`src/rtl/vp_centroid.sv`:
```
// rtl/vp_centroid.sv - binary-object centroid tracker with crosshair overlay
// Accumulates object pixel statistics per frame and divides them at frame end.
module vp_centroid #(
  parameter int          H_SIZE     = 1280,
  parameter int          V_SIZE     = 720,
  parameter int          X_W        = 11,
  parameter int          Y_W        = 11,
  parameter int          SUM_W      = 32,
  parameter int          CNT_W      = 21,
  parameter logic [23:0] MARK_COLOR = 24'hFF0000
) (
  input  logic             clk,
  input  logic             rst_n,
  input  logic             de_in,
  input  logic             v_sync_in,
  input  logic             h_sync_in,
  input  logic [23:0]      pixel_in,
  output logic             de_out,
  output logic             v_sync_out,
  output logic             h_sync_out,
  output logic [23:0]      pixel_out,
  output logic [X_W-1:0]   centroid_x,
  output logic [Y_W-1:0]   centroid_y,
  output logic             centroid_valid,
  output logic             frame_done
);

  typedef enum logic [1:0] {IDLE, CHECK, DIV, DONE} state_t;

  localparam int             BIT_W    = $clog2(SUM_W);
  localparam logic [X_W-1:0] X_MAX    = X_W'(H_SIZE - 1);
  localparam logic [Y_W-1:0] Y_MAX    = Y_W'(V_SIZE - 1);
  localparam logic [BIT_W-1:0] LAST_BIT = BIT_W'(SUM_W - 1);

  // One restoring-division step: returns {remainder, shifted dividend with new quotient bit}.
  function automatic logic [2*SUM_W:0] div_step(input logic [SUM_W:0]   rem,
                                                input logic [SUM_W-1:0] dvd,
                                                input logic [SUM_W-1:0] dsr);
    logic [SUM_W:0] sh;
    logic           q;
    sh = {rem[SUM_W-1:0], dvd[SUM_W-1]};
    q  = (sh >= {1'b0, dsr});
    if (q) sh = sh - {1'b0, dsr};
    return {sh, dvd[SUM_W-2:0], q};
  endfunction

  state_t           state_q, state_d;
  logic             de_q, de_d, vs_q, vs_d, hs_q, hs_d, done_q, done_d, valid_q, valid_d;
  logic [23:0]      pix_q, pix_d;
  logic [X_W-1:0]   x_q, x_d, cx_q, cx_d;
  logic [Y_W-1:0]   y_q, y_d, cy_q, cy_d;
  logic [SUM_W-1:0] sum_x_q, sum_x_d, sum_y_q, sum_y_d;
  logic [CNT_W-1:0] cnt_q, cnt_d, cnt_lat_q, cnt_lat_d;
  logic [SUM_W-1:0] dvd_x_q, dvd_x_d, dvd_y_q, dvd_y_d;
  logic [SUM_W:0]   rem_x_q, rem_x_d, rem_y_q, rem_y_d;
  logic [BIT_W-1:0] bit_q, bit_d;
  logic             vs_rise, de_fall, hit;
  logic [SUM_W-1:0] divisor;

  always_comb begin
    vs_rise = v_sync_in & ~vs_q;
    de_fall = de_q & ~de_in;
    hit     = de_in && (pixel_in != 24'h0);
    divisor = SUM_W'(cnt_lat_q);

    de_d = de_in;
    vs_d = v_sync_in;
    hs_d = h_sync_in;
    pix_d = (de_in && valid_q && (x_q == cx_q || y_q == cy_q)) ? MARK_COLOR : pixel_in;

    x_d = x_q;
    if (de_in) begin
      if (x_q != X_MAX) x_d = x_q + 1'b1;
    end else if (de_fall) begin
      x_d = '0;
    end

    y_d = y_q;
    if (vs_rise) y_d = '0;
    else if (de_fall && y_q != Y_MAX) y_d = y_q + 1'b1;

    sum_x_d = sum_x_q;
    sum_y_d = sum_y_q;
    cnt_d   = cnt_q;
    if (vs_rise) begin
      sum_x_d = '0;
      sum_y_d = '0;
      cnt_d   = '0;
    end else if (hit) begin
      sum_x_d = sum_x_q + SUM_W'(x_q);
      sum_y_d = sum_y_q + SUM_W'(y_q);
      cnt_d   = cnt_q + 1'b1;
    end

    state_d   = state_q;
    done_d    = 1'b0;
    valid_d   = valid_q;
    cx_d      = cx_q;
    cy_d      = cy_q;
    cnt_lat_d = cnt_lat_q;
    dvd_x_d   = dvd_x_q;
    dvd_y_d   = dvd_y_q;
    rem_x_d   = rem_x_q;
    rem_y_d   = rem_y_q;
    bit_d     = bit_q;
    // Frame-end sync edges arriving while busy leave the latched operands untouched.
    case (state_q)
      IDLE: if (vs_rise) begin
        dvd_x_d   = sum_x_q;
        dvd_y_d   = sum_y_q;
        cnt_lat_d = cnt_q;
        state_d   = CHECK;
      end
      CHECK: begin
        rem_x_d = '0;
        rem_y_d = '0;
        bit_d   = '0;
        state_d = (cnt_lat_q == '0) ? DONE : DIV;
      end
      DIV: begin
        {rem_x_d, dvd_x_d} = div_step(rem_x_q, dvd_x_q, divisor);
        {rem_y_d, dvd_y_d} = div_step(rem_y_q, dvd_y_q, divisor);
        bit_d = bit_q + 1'b1;
        if (bit_q == LAST_BIT) state_d = DONE;
      end
      DONE: begin
        if (cnt_lat_q == '0) begin
          valid_d = 1'b0;
        end else begin
          cx_d    = dvd_x_q[X_W-1:0];
          cy_d    = dvd_y_q[Y_W-1:0];
          valid_d = 1'b1;
        end
        done_d  = 1'b1;
        state_d = IDLE;
      end
      default: state_d = IDLE;
    endcase
  end

  always_ff @(posedge clk) begin
    if (!rst_n) begin
      state_q <= IDLE;
      de_q <= 1'b0; vs_q <= 1'b0; hs_q <= 1'b0; pix_q <= '0;
      done_q <= 1'b0; valid_q <= 1'b0; cx_q <= '0; cy_q <= '0;
      x_q <= '0; y_q <= '0; sum_x_q <= '0; sum_y_q <= '0; cnt_q <= '0;
      cnt_lat_q <= '0; dvd_x_q <= '0; dvd_y_q <= '0;
      rem_x_q <= '0; rem_y_q <= '0; bit_q <= '0;
    end else begin
      state_q <= state_d;
      de_q <= de_d; vs_q <= vs_d; hs_q <= hs_d; pix_q <= pix_d;
      done_q <= done_d; valid_q <= valid_d; cx_q <= cx_d; cy_q <= cy_d;
      x_q <= x_d; y_q <= y_d; sum_x_q <= sum_x_d; sum_y_q <= sum_y_d; cnt_q <= cnt_d;
      cnt_lat_q <= cnt_lat_d; dvd_x_q <= dvd_x_d; dvd_y_q <= dvd_y_d;
      rem_x_q <= rem_x_d; rem_y_q <= rem_y_d; bit_q <= bit_d;
    end
  end

  assign de_out         = de_q;
  assign v_sync_out     = vs_q;
  assign h_sync_out     = hs_q;
  assign pixel_out      = pix_q;
  assign centroid_x     = cx_q;
  assign centroid_y     = cy_q;
  assign centroid_valid = valid_q;
  assign frame_done     = done_q;

endmodule

```
`config.mk`:
```
export PLATFORM = sky130hd
export DESIGN_NAME = vp_centroid
export DESIGN_NICKNAME = d
export VERILOG_FILES = /design/src/rtl/vp_centroid.sv
export SDC_FILE = /design/constraint.sdc
export NUM_CORES = 1
export LEC_CHECK = 0
export BUFFER_PORTS_ARGS = -buffer_cell sky130_fd_sc_hd__buf_2
export CORE_MARGIN = 2
export CORE_UTILIZATION = 40
export DETAILED_ROUTE_END_ITERATION = 8
export GPL_TIMING_DRIVEN = 0
export SKIP_LAST_GASP = 1
export SYNTH_ARGS = -nofsm -noshare
export SYNTH_HDL_FRONTEND = slang
export SYNTH_SLANG_ARGS = --single-unit
```
`constraint.sdc`:
```
create_clock -name clk -period 2.8 [get_ports clk]
set_input_delay 0.56 -clock clk [delete_from_list [all_inputs] [get_ports clk]]
set_output_delay 0.56 -clock clk [all_outputs]
set_load 0.05 [all_outputs]
```
==> impl_metrics.tcl, run 1 <==
set metrics [dict create \
    root_buffer "clkbuf_16" \
    synthArstFlopShare_pct 0 \
    cts_max_level 2 \
    slowest_stage "dfxtp_4" \
    r2r_cells 13 \
    worstHoldPathCells 2 \
    ys_warn_count 0 \
    p_per_area_mw_per_mm2 660 \
    r2r_end "rem_x_q[13]" \
    crit_top_cell "o211ai_1" \
    cts.sinks 314 \
    drc_errors 0 \
    synth_fp_nets 2038 \
    synth_flop_cell "dfxtp_1" \
    place_congestion 0.896 \
    r2r-start "cnt_lat_q[1]" \
    grt_pass1_vias 13600 \
    grt_max_degree 13 \
    vdd_drop_max_mv 0.410 \
    min_period_ns 2.82 \
    ff2ff_setup_slack_ns -0.02 \
    die_height_um 207 \
    min_from "h_sync_in" \
    n_antenna_cell 0 \
    final-setup-viol-count 9 \
    antenna_left 0 \
    grt_pass1_wl_mm 71.9 \
    antenna_found_initial 0 \
    netlist_instances 1931 \
    cpPeakStageDelay_ns 0.37 \
    tightest_slew_ns 0.958 \
    synth_commonest_cells "dfxtp_1, nand2_1, nor2_1" \
    drt_iter0_markers 940 \
    synth-edff-count 0 \
    coreArea_mm2 0.0407 \
    ys_types 67 \
    layout.nets 2199 \
    hold_viol_final 0 \
    status "finished with violations" \
    io_pins 80 \
    yosysSeqAreaShare_pct 38.2 \
    synth_area_mm2 0.0165 \
    clkTransAtPathRegs_ns 0.06 \
    cts_inserted_buffers 38 \
    relSlewSlack_pct 36.1 \
    violations "negative setup slack" \
    syn_avg_cell_area_um2 8.53 \
    initial_core_util_pct 40.4 \
    fin_cells 2650 \
    path_cells "inv_4, ha_4, nor2b_4, o211ai_1, a21oi_2, a31oi_4, o31a_1, o211ai_1, buf_4, buf_12, buf_16, mux2i_1, o21ai_1" \
    finalClockSkew_ns 0.0296 \
    required_ns 3.23 \
    cp-start-kind "flip-flop" \
    firstDrtPassIters 5 \
    finalPower_mw 13.3 \
    route.detailed.vias_per_inst 5.41 \
    portBuffers 79 \
    die_width_um 207 \
    hpwl_mm 32.2 \
    synth_top_area_share_pct 38.2 \
    syn2layout_area_growth_pct 22.3 \
    fmax_mhz 355 \
    cts_tree "done" \
    avgRoutedWirePerCell_um 17.6 \
    yosys.cell_count.top_type "dfxtp_1" \
    row_count 74 \
    arrival_ns 3.25 \
    p_leak_nw 8.74 \
    cts_hold_buffers 0 \
    clock_latency_ns 0.57 \
    rsz0062_at_grt "true" \
    period_share_pct 101 \
    setup_slack_ns -0.0172 \
    dp_cells 2542 \
    netlist_top_cells_area "dfxtp_1, mux2i_1, nand2_1, ha_1, xor2_1" \
    hp-class "input pin to flip-flop" \
    end_kind "flip-flop" \
    cap_violations 0 \
    synth-seq-cells 314 \
    drive_above_1_share_pct 16.6 \
    route.vias.total 14300 \
    clockBufferDepth 3 \
    slew_viol_final 0 \
    die-area_mm2 0.0428 \
    grt_use_total_pct 21.0 \
    min_to "h_sync_out" \
    path_class "flip-flop to flip-flop" \
    yosys.area.top_type "dfxtp_1" \
    grt_overflow 0 \
    tns_ns -0.0849 \
    critPathMaxFanout 5 \
    drt-total-wl_mm 46.5 \
]
layout by cell type, fill, tap and decap left out, drive strengths merged, types with 21 or more instances in the layout:
cell type	instances
a21boi	27
nand2	277
ha	74
nand3	44
xnor2	71
or3	21
inv	57
nor2	153
xor2	81
nor4	22
o21ai	117
dfxtp	314
clkbuf	132
o211a	63
mux2i	105
buf	141
nor2b	46
a21oi	92
and2	26
nand4	41
nor3	29
o21a	24
layout make-up:
type | count | area (um^2)
well taps | 532 | 666
fillers | 3878 | 20600
clock buffers | 55 | 1120
flip-flops and latches | 314 | 6310
clock inverters | 11 | 126
plain buffers | 89 | 427
inverters | 55 | 209
repair buffers | 130 | 873
multi-input cells | 1464 | 10400
repair_timing:
item                                    in CTS  in global routing
resized for setup                           77                149
buffers inserted                            26                 23
cloned                                       4                  2
pin swaps                                   23                 42
endpoints found under the setup margin     180                153
logic make-up after synthesis:
| family | count (synthesis) | share of synthesized area (%) |
|---|---|---|
| and+or+nand+nor | 716 | 20.7 |
| DFF | 314 | 38.2 |
| buffers and inverters | 155 | 3.74 |
| AOI/OAI and AO/OA | 410 | 16.8 |
| adders and majority gates | 78 | 6.11 |
| xor gates and xnor gates | 152 | 8.09 |
| muxes | 106 | 6.45 |
metal layers:
layer | track usage (%) | vias up | share of wire [%]
met5 | 0 | - | 0
met4 | 5.57 | 0 | 2.3
met3 | 3.97 | 79 | 4.8
met2 | 34.0 | 322 | 46
met1 | 28.7 | 6875 | 47
li1 | - | 7072 | -
power breakdown:
part | total [mW] | switching, mW | internal (mW)
combinational | 3.27 | 1.99 | 1.28
clock | 4.90 | 2.00 | 2.90
sequential | 5.11 | 0.262 | 4.85
worst max-delay path, delay by kind of cell (launching register included):
kind	cells	cell delay (ns)
muxes	1	0.19
and+or+nand+nor	1	0.13
DFF	1	0.37
buffers and inverters	4	0.52
adders and majority gates	1	0.26
AOI/OAI and AO/OA	6	1.21
worst max-delay path by stage:
stage | start | endpoint | slack (ns) | depth (start not counted)
2_1_floorplan | y_q[0] | sum_y_q[22] | 0.05 | 12
3_3_place_gp | y_q[0] | sum_y_q[22] | -0.69 | 12
3_5_place_dp | y_q[0] | sum_y_q[22] | -0.75 | 12
4_1_cts | y_q[0] | sum_y_q[22] | -0.14 | 12
5_1_grt | rem_x_q[20] | rem_x_q[10] | -0.12 | 12
6_report | cnt_lat_q[1] | rem_x_q[13] | -0.02 | 13
stage by stage:
stage / setup slack [ns] / cell area (um^2) / hold slack, ns / utilization, %
after detailed placement: -0.751 / 17500 / 0.455 / 43.0
final: -0.0172 / 20100 / 0.210 / 49.4
after global routing: -0.116 / 20100 / 0.190 / 49.4
after CTS: -0.140 / 19400 / 0.188 / 47.6
after global placement: -0.687 / 17500 / 0.441 / 43.0
after floorplan: 0.0468 / 16500 / 0.426 / -
flip-flops by register name (all words and copies together), names as in the netlist, 2 cells and up:
name and flops:
rem_y_q 32, rem_x_q 32, pixel_out 24, cnt_q 21, dvd_x_q 32, dvd_y_q 32
y_q 11, sum_x_q 32, state_q 2, cnt_lat_q 21, bit_q 5, centroid_x 11
x_q 11, centroid_y 11, sum_y_q 32
No activity file was read; power rests on OpenSTA's default activity.
==> run 2, diff against run 1 <==
--- a/config.mk
+++ b/config.mk
@@ -5,7 +5,7 @@
 export SDC_FILE = /design/constraint.sdc
 export NUM_CORES = 1
 export LEC_CHECK = 0
-export BUFFER_PORTS_ARGS = -buffer_cell sky130_fd_sc_hd__buf_2
+export BUFFER_PORTS_ARGS = -buffer_cell sky130_fd_sc_hd__buf_4
 export CORE_MARGIN = 2
 export CORE_UTILIZATION = 40
 export DETAILED_ROUTE_END_ITERATION = 8
==> constraint.sdc (replaced) <==
create_clock -name clk -period 2.8 [get_ports clk]
set_input_delay 0.56 -clock clk [delete_from_list [all_inputs] [get_ports clk]]
set_output_delay 0.56 -clock clk [all_outputs]
set_load 0.1 [all_outputs]
==> run 2 against run 1 <==
  * Largest power group unchanged
  * The run still ends with negative setup slack left
  * Non-clock buffer count decreased by 6
  * Total power is 0.61% lower
  * Flip-flop and latch count did not move
  * Largest cell class unchanged
  * Critical endpoint is now rem_x_q[0]
  * Sequential share of layout area is essentially flat
==> impl_metrics.tcl, run 2 (same netlist as run 1, synthesis figures left out) <==
set metrics [dict create \
    period_share_pct 102 \
    clockBufferDepth 3 \
    met3_usage_pct 3.45 \
    syn2layout_area_growth_pct 22.3 \
    die_width_um 207 \
    place_congestion 0.932 \
    critPathMaxFanout 6 \
    arrival_ns 3.28 \
    coreArea_mm2 0.0407 \
    cts_max_level 2 \
    relSlewSlack_pct 38.3 \
    route.detailed.vias_per_inst 5.38 \
    grt_pass1_vias 13500 \
    io_pins 80 \
    cts_hold_buffers 0 \
    setup_slack_ns -0.0490 \
    p_per_area_mw_per_mm2 656 \
    drc_errors 0 \
    antenna_left 0 \
    hpwl_mm 32.3 \
    route.vias.total 14200 \
    grt_max_degree 13 \
    drt-total-wl_mm 45.3 \
    avgRoutedWirePerCell_um 17.1 \
    path_cells "inv_2, ha_4, buf_4, nor2b_4, o211ai_1, a21oi_2, a31oi_4, o31a_1, o211ai_1, buf_4, buf_8, bufbuf_16, nand2_1, o21ai_0, o21ai_0" \
    antenna_found_initial 0 \
    clkTransAtPathRegs_ns 0.06 \
    use_met1_pct 28.5 \
    cts_tree "done" \
    top_usage_layer "met2" \
    min_period_ns 2.85 \
    portBuffers 79 \
    cts_inserted_buffers 37 \
    final_cell_mix "dfxtp_1, nand2_1, nor2_1, buf_4, mux2i_1" \
    vdd_drop_max_mv 0.351 \
    die_height_um 207 \
    hp-class "input pin to flip-flop" \
    grt_pass1_wl_mm 71.0 \
    cap_violations 0 \
    path_class "flip-flop to flip-flop" \
    cts.sinks 314 \
    tightest_slew_ns 0.925 \
    rsz0062_at_grt "true" \
    slowest_stage "dfxtp_2" \
    violations "negative setup slack" \
    final-setup-viol-count 2 \
    drive_above_1_share_pct 15.9 \
    status "finished with violations" \
    critPathTopFamily "compound AO/OA/AOI/OAI gates" \
    grt_util_met2_pct 33.5 \
    cpPeakStageDelay_ns 0.36 \
    cp-start-kind "flip-flop" \
    fmax_mhz 351 \
    stdcell_area_mm2 0.0201 \
    firstDrtPassIters 6 \
    hold_viol_final 0 \
    grt_use_total_pct 20.8 \
    layout.nets 2192 \
    end_kind "flip-flop" \
    row_count 74 \
    clock_latency_ns 0.56 \
    drt_iter0_markers 871 \
    slew_viol_final 0 \
    grt_overflow 0 \
    die-area_mm2 0.0428 \
    p_leak_nw 8.71 \
    root_buffer "clkbuf_16" \
    placed_cell_area_mm2 0.0177 \
    finalClockSkew_ns 0.0260 \
    initial_core_util_pct 40.4 \
    required_ns 3.23 \
    dp_slack_ns -0.744 \
    path_buf_inv 5 \
    final_common_cell "dfxtp_1" \
    n_antenna_cell 0 \
]
==> run 2: cell count changes in the layout (fill, tap and decap cells not counted), moves of 6 or more <==
cell,previous run,this run
o21ai_0,68,81
a21oi_2,11,3
a21oi_1,79,87
buf_4,44,117
o21ai_2,6,0
buf_2,82,5
dfxtp_2,12,18
o21ai_1,40,32
buf_8,0,6
dfxtp_1,299,293
==> run 2: layer usage <==
metal / routed length, um / vias up
li1: - / 7059
met1: 21500 / 6755
met2: 20400 / 334
met3: 2210 / 91
met4: 1270 / 0
met5: 0 / -
==> run 2: final timing paths <==
kind	startpoint	end	slack, ns	depth (start not counted)
worst max-delay path	dvd_x_q[31]	rem_x_q[0]	-0.05	15
worst min-delay path	h_sync_in	h_sync_out	0.21	2
worst max register to register	dvd_x_q[31]	rem_x_q[0]	-0.05	15
worst min register to register	rem_x_q[31]	rem_x_q[31]	0.45	2
==> run 2: final cells by class <==
class                      instances  area, um^2
clock buffer                      58        1110
multi-input combinational       1464       10300
inverter                          55         206
tap                              532         666
timing repair buffer             123         985
fill                            3828       20600
clock inverter                     9        98.8
buffer                            90         435
sequential                       314        6320
==> run 2: stage by stage <==
step / setup TNS, ns / hold WS [ns] / total power, mW / instances / utilization (%)
after floorplan: 0 / 0.426 / 7.38 / 1931 / -
after global routing: -2.65 / 0.195 / 13.8 / 2645 / 49.4
after CTS: -0.0394 / 0.188 / 13.2 / 2625 / 47.7
after global placement: -59.16 / 0.441 / 8.18 / 2542 / 43.5
final: -0.0646 / 0.213 / 13.2 / 2645 / 49.4
after detailed placement: -61.53 / 0.446 / 8.24 / 2542 / 43.5
==> run 2: power breakdown <==
group | total (mW) | switching [mW] | internal [mW]
registers | 5.12 | 0.264 | 4.85
clock network | 4.78 | 1.95 | 2.83
logic | 3.31 | 2.05 | 1.27
==> run 2: timing repair <==
item,CTS,global route
gates resized for setup,69,128
pin swaps,22,37
cloned,3,1
setup buffers,17,25
endpoints found under the hold margin,0,0
setup endpoints to repair,180,149
==> run 3, diff against run 2 <==
--- a/config.mk
+++ b/config.mk
@@ -10,6 +10,7 @@
 export CORE_UTILIZATION = 40
 export DETAILED_ROUTE_END_ITERATION = 8
 export GPL_TIMING_DRIVEN = 0
+export MAX_ROUTING_LAYER = met4
 export SKIP_LAST_GASP = 1
 export SYNTH_ARGS = -nofsm -noshare
 export SYNTH_HDL_FRONTEND = slang
==> run 3 against run 2 <==
  * The flow still finishes with violations (negative setup slack)
  * Die area did not move
  * Flip-flop and latch count did not move
  * Core utilization rose by 0.15 points
  * First-iteration DRC count rose by 4.2%
  * Fmax rose by 0.97%
  * Global-route usage rose by 0.76 points
  * Clock skew barely moved
  * Combinational power barely moved
  * Routed wire length rose by 2.0%
  * Sequential share of layout area fell by 0.14 points
  * Critical path type unchanged
  * Critical endpoint is now rem_x_q[30]
  * Largest power group unchanged
==> impl_metrics.tcl, run 3 (same netlist as run 1, synthesis figures left out) <==
set metrics [dict create \
    whs_ns 0.214 \
    dr_wl_met2_mm 21.3 \
    tns_ns -0.0216 \
    end_kind "flip-flop" \
    syn2layout_area_growth_pct 22.7 \
    avgRoutedWirePerCell_um 17.5 \
    period_share_pct 101 \
    relSlewSlack_pct 37.3 \
    n_fill_cell 3847 \
    arrival_ns 3.24 \
    finalPower_mw 13.5 \
    clkTransAtPathRegs_ns 0.06 \
    fin_util_pct 49.6 \
    path_buf_inv 1 \
    slowest_stage "fa_2" \
    p_per_area_mw_per_mm2 668 \
    multiInputGateArea_mm2 0.0103 \
    row_count 74 \
    place_congestion 0.930 \
    portBuffers 79 \
    die-area_mm2 0.0428 \
    cts_tree "done" \
    route.vias.total 14300 \
    violations "negative setup slack" \
    grt_pass1_vias 13600 \
    hold_viol_final 0 \
    root_buffer "clkbuf_16" \
    clockBufferDepth 3 \
    cts_inserted_buffers 37 \
    drc_errors 0 \
    slew_viol_final 0 \
    grt_overflow 0 \
    route.detailed.vias_per_inst 5.41 \
    drt-total-wl_mm 46.2 \
    io_pins 80 \
    finalClockSkew_ns 0.0263 \
    crit_top_cell "o31a_1" \
    initial_core_util_pct 40.4 \
    cap_violations 0 \
    rsz0062_at_grt "true" \
    n_antenna_cell 0 \
    min_period_ns 2.82 \
    drt_iter0_markers 908 \
    p_leak_nw 8.71 \
    vdd_drop_max_mv 0.366 \
    drive_above_1_share_pct 15.6 \
    critPathTopFamily "compound AO/OA/AOI/OAI gates" \
    antenna_left 0 \
    tightest_slew_ns 0.940 \
    grt_pass1_wl_mm 71.5 \
    cpPeakStageDelay_ns 0.40 \
    path_cells "inv_2, ha_4, fa_2, nor2b_2, o31a_1, o31a_1, o21ai_4, o31a_1, o31ai_4, nor4b_2, xnor2_1, o21ai_1" \
    path_class "flip-flop to flip-flop" \
    cts_max_level 2 \
    critPathMaxFanout 4 \
    required_ns 3.22 \
    cp-start-kind "flip-flop" \
    grt_max_degree 14 \
    grt_use_total_pct 21.6 \
    status "finished with violations" \
    firstDrtPassIters 5 \
    antenna_found_initial 0 \
    die_width_um 207 \
    die_height_um 207 \
    register_area_mm2 0.00631 \
    final_cell_mix "dfxtp_1, nand2_1, nor2_1, buf_4, mux2i_1" \
    top_layer "met4" \
    hp-class "input pin to flip-flop" \
    cts.sinks 314 \
    hpwl_mm 32.4 \
    setup_slack_ns -0.0216 \
    final-setup-viol-count 1 \
    final_common_cell "dfxtp_1" \
    clock_latency_ns 0.56 \
    coreArea_mm2 0.0407 \
    layout.nets 2188 \
    routedLengthMet1_mm 21.2 \
    fmax_mhz 354 \
    met3_length_mm 2.50 \
]
[run 3: area by class of cell]
class | count | share of cell area (%)
tap | 532 | 3.30
buffer | 90 | 2.23
sequential | 314 | 31.2
multi-input combinational | 1464 | 51.0
clock inverter | 12 | 0.954
clock buffer | 52 | 5.32
timing repair buffer | 119 | 4.88
inverter | 55 | 1.03
[run 3: what timing repair did]
item / CTS / global route
resized for setup: 65 / 142
gates cloned: 1 / 5
pin swaps: 17 / 41
hold buffers: 0 / 0
setup buffers: 16 / 20
setup endpoints to repair: 180 / 139
[run 3: through the flow]
step / worst slack [ns] / std cells / area, um^2
final: -0.0216 / 2638 / 20200
after global routing: -0.158 / 2638 / 20200
after CTS: -0.163 / 2620 / 19400
after detailed placement: -0.784 / 2542 / 17700
after global placement: -0.724 / 2542 / 17700
after floorplan: 0.0468 / 1931 / 16500
[run 3: path summary, 6_finish.rpt]
check,startpoint,end,slack [ns],cells past startpoint
setup reg to reg,dvd_x_q[31],rem_x_q[30],-0.02,12
hold / removal,h_sync_in,h_sync_out,0.21,2
hold reg to reg,cnt_lat_q[3],cnt_lat_q[3],0.47,2
setup / recovery,dvd_x_q[31],rem_x_q[30],-0.02,12
[run 3: report_power, final]
| group | switching, mW | internal, mW | leakage (nW) |
|---|---|---|---|
| logic | 2.07 | 1.26 | 5.54 |
| registers | 0.260 | 4.85 | 2.56 |
| clock network | 1.99 | 3.06 | 0.620 |
| total | 4.32 | 9.17 | 8.71 |
[run 3: metal layers]
layer,track usage [%],up-vias
li1,-,7046
met1,28.3,6805
met2,33.8,333
met3,3.80,81
met4,6.99,0
met5,-,-
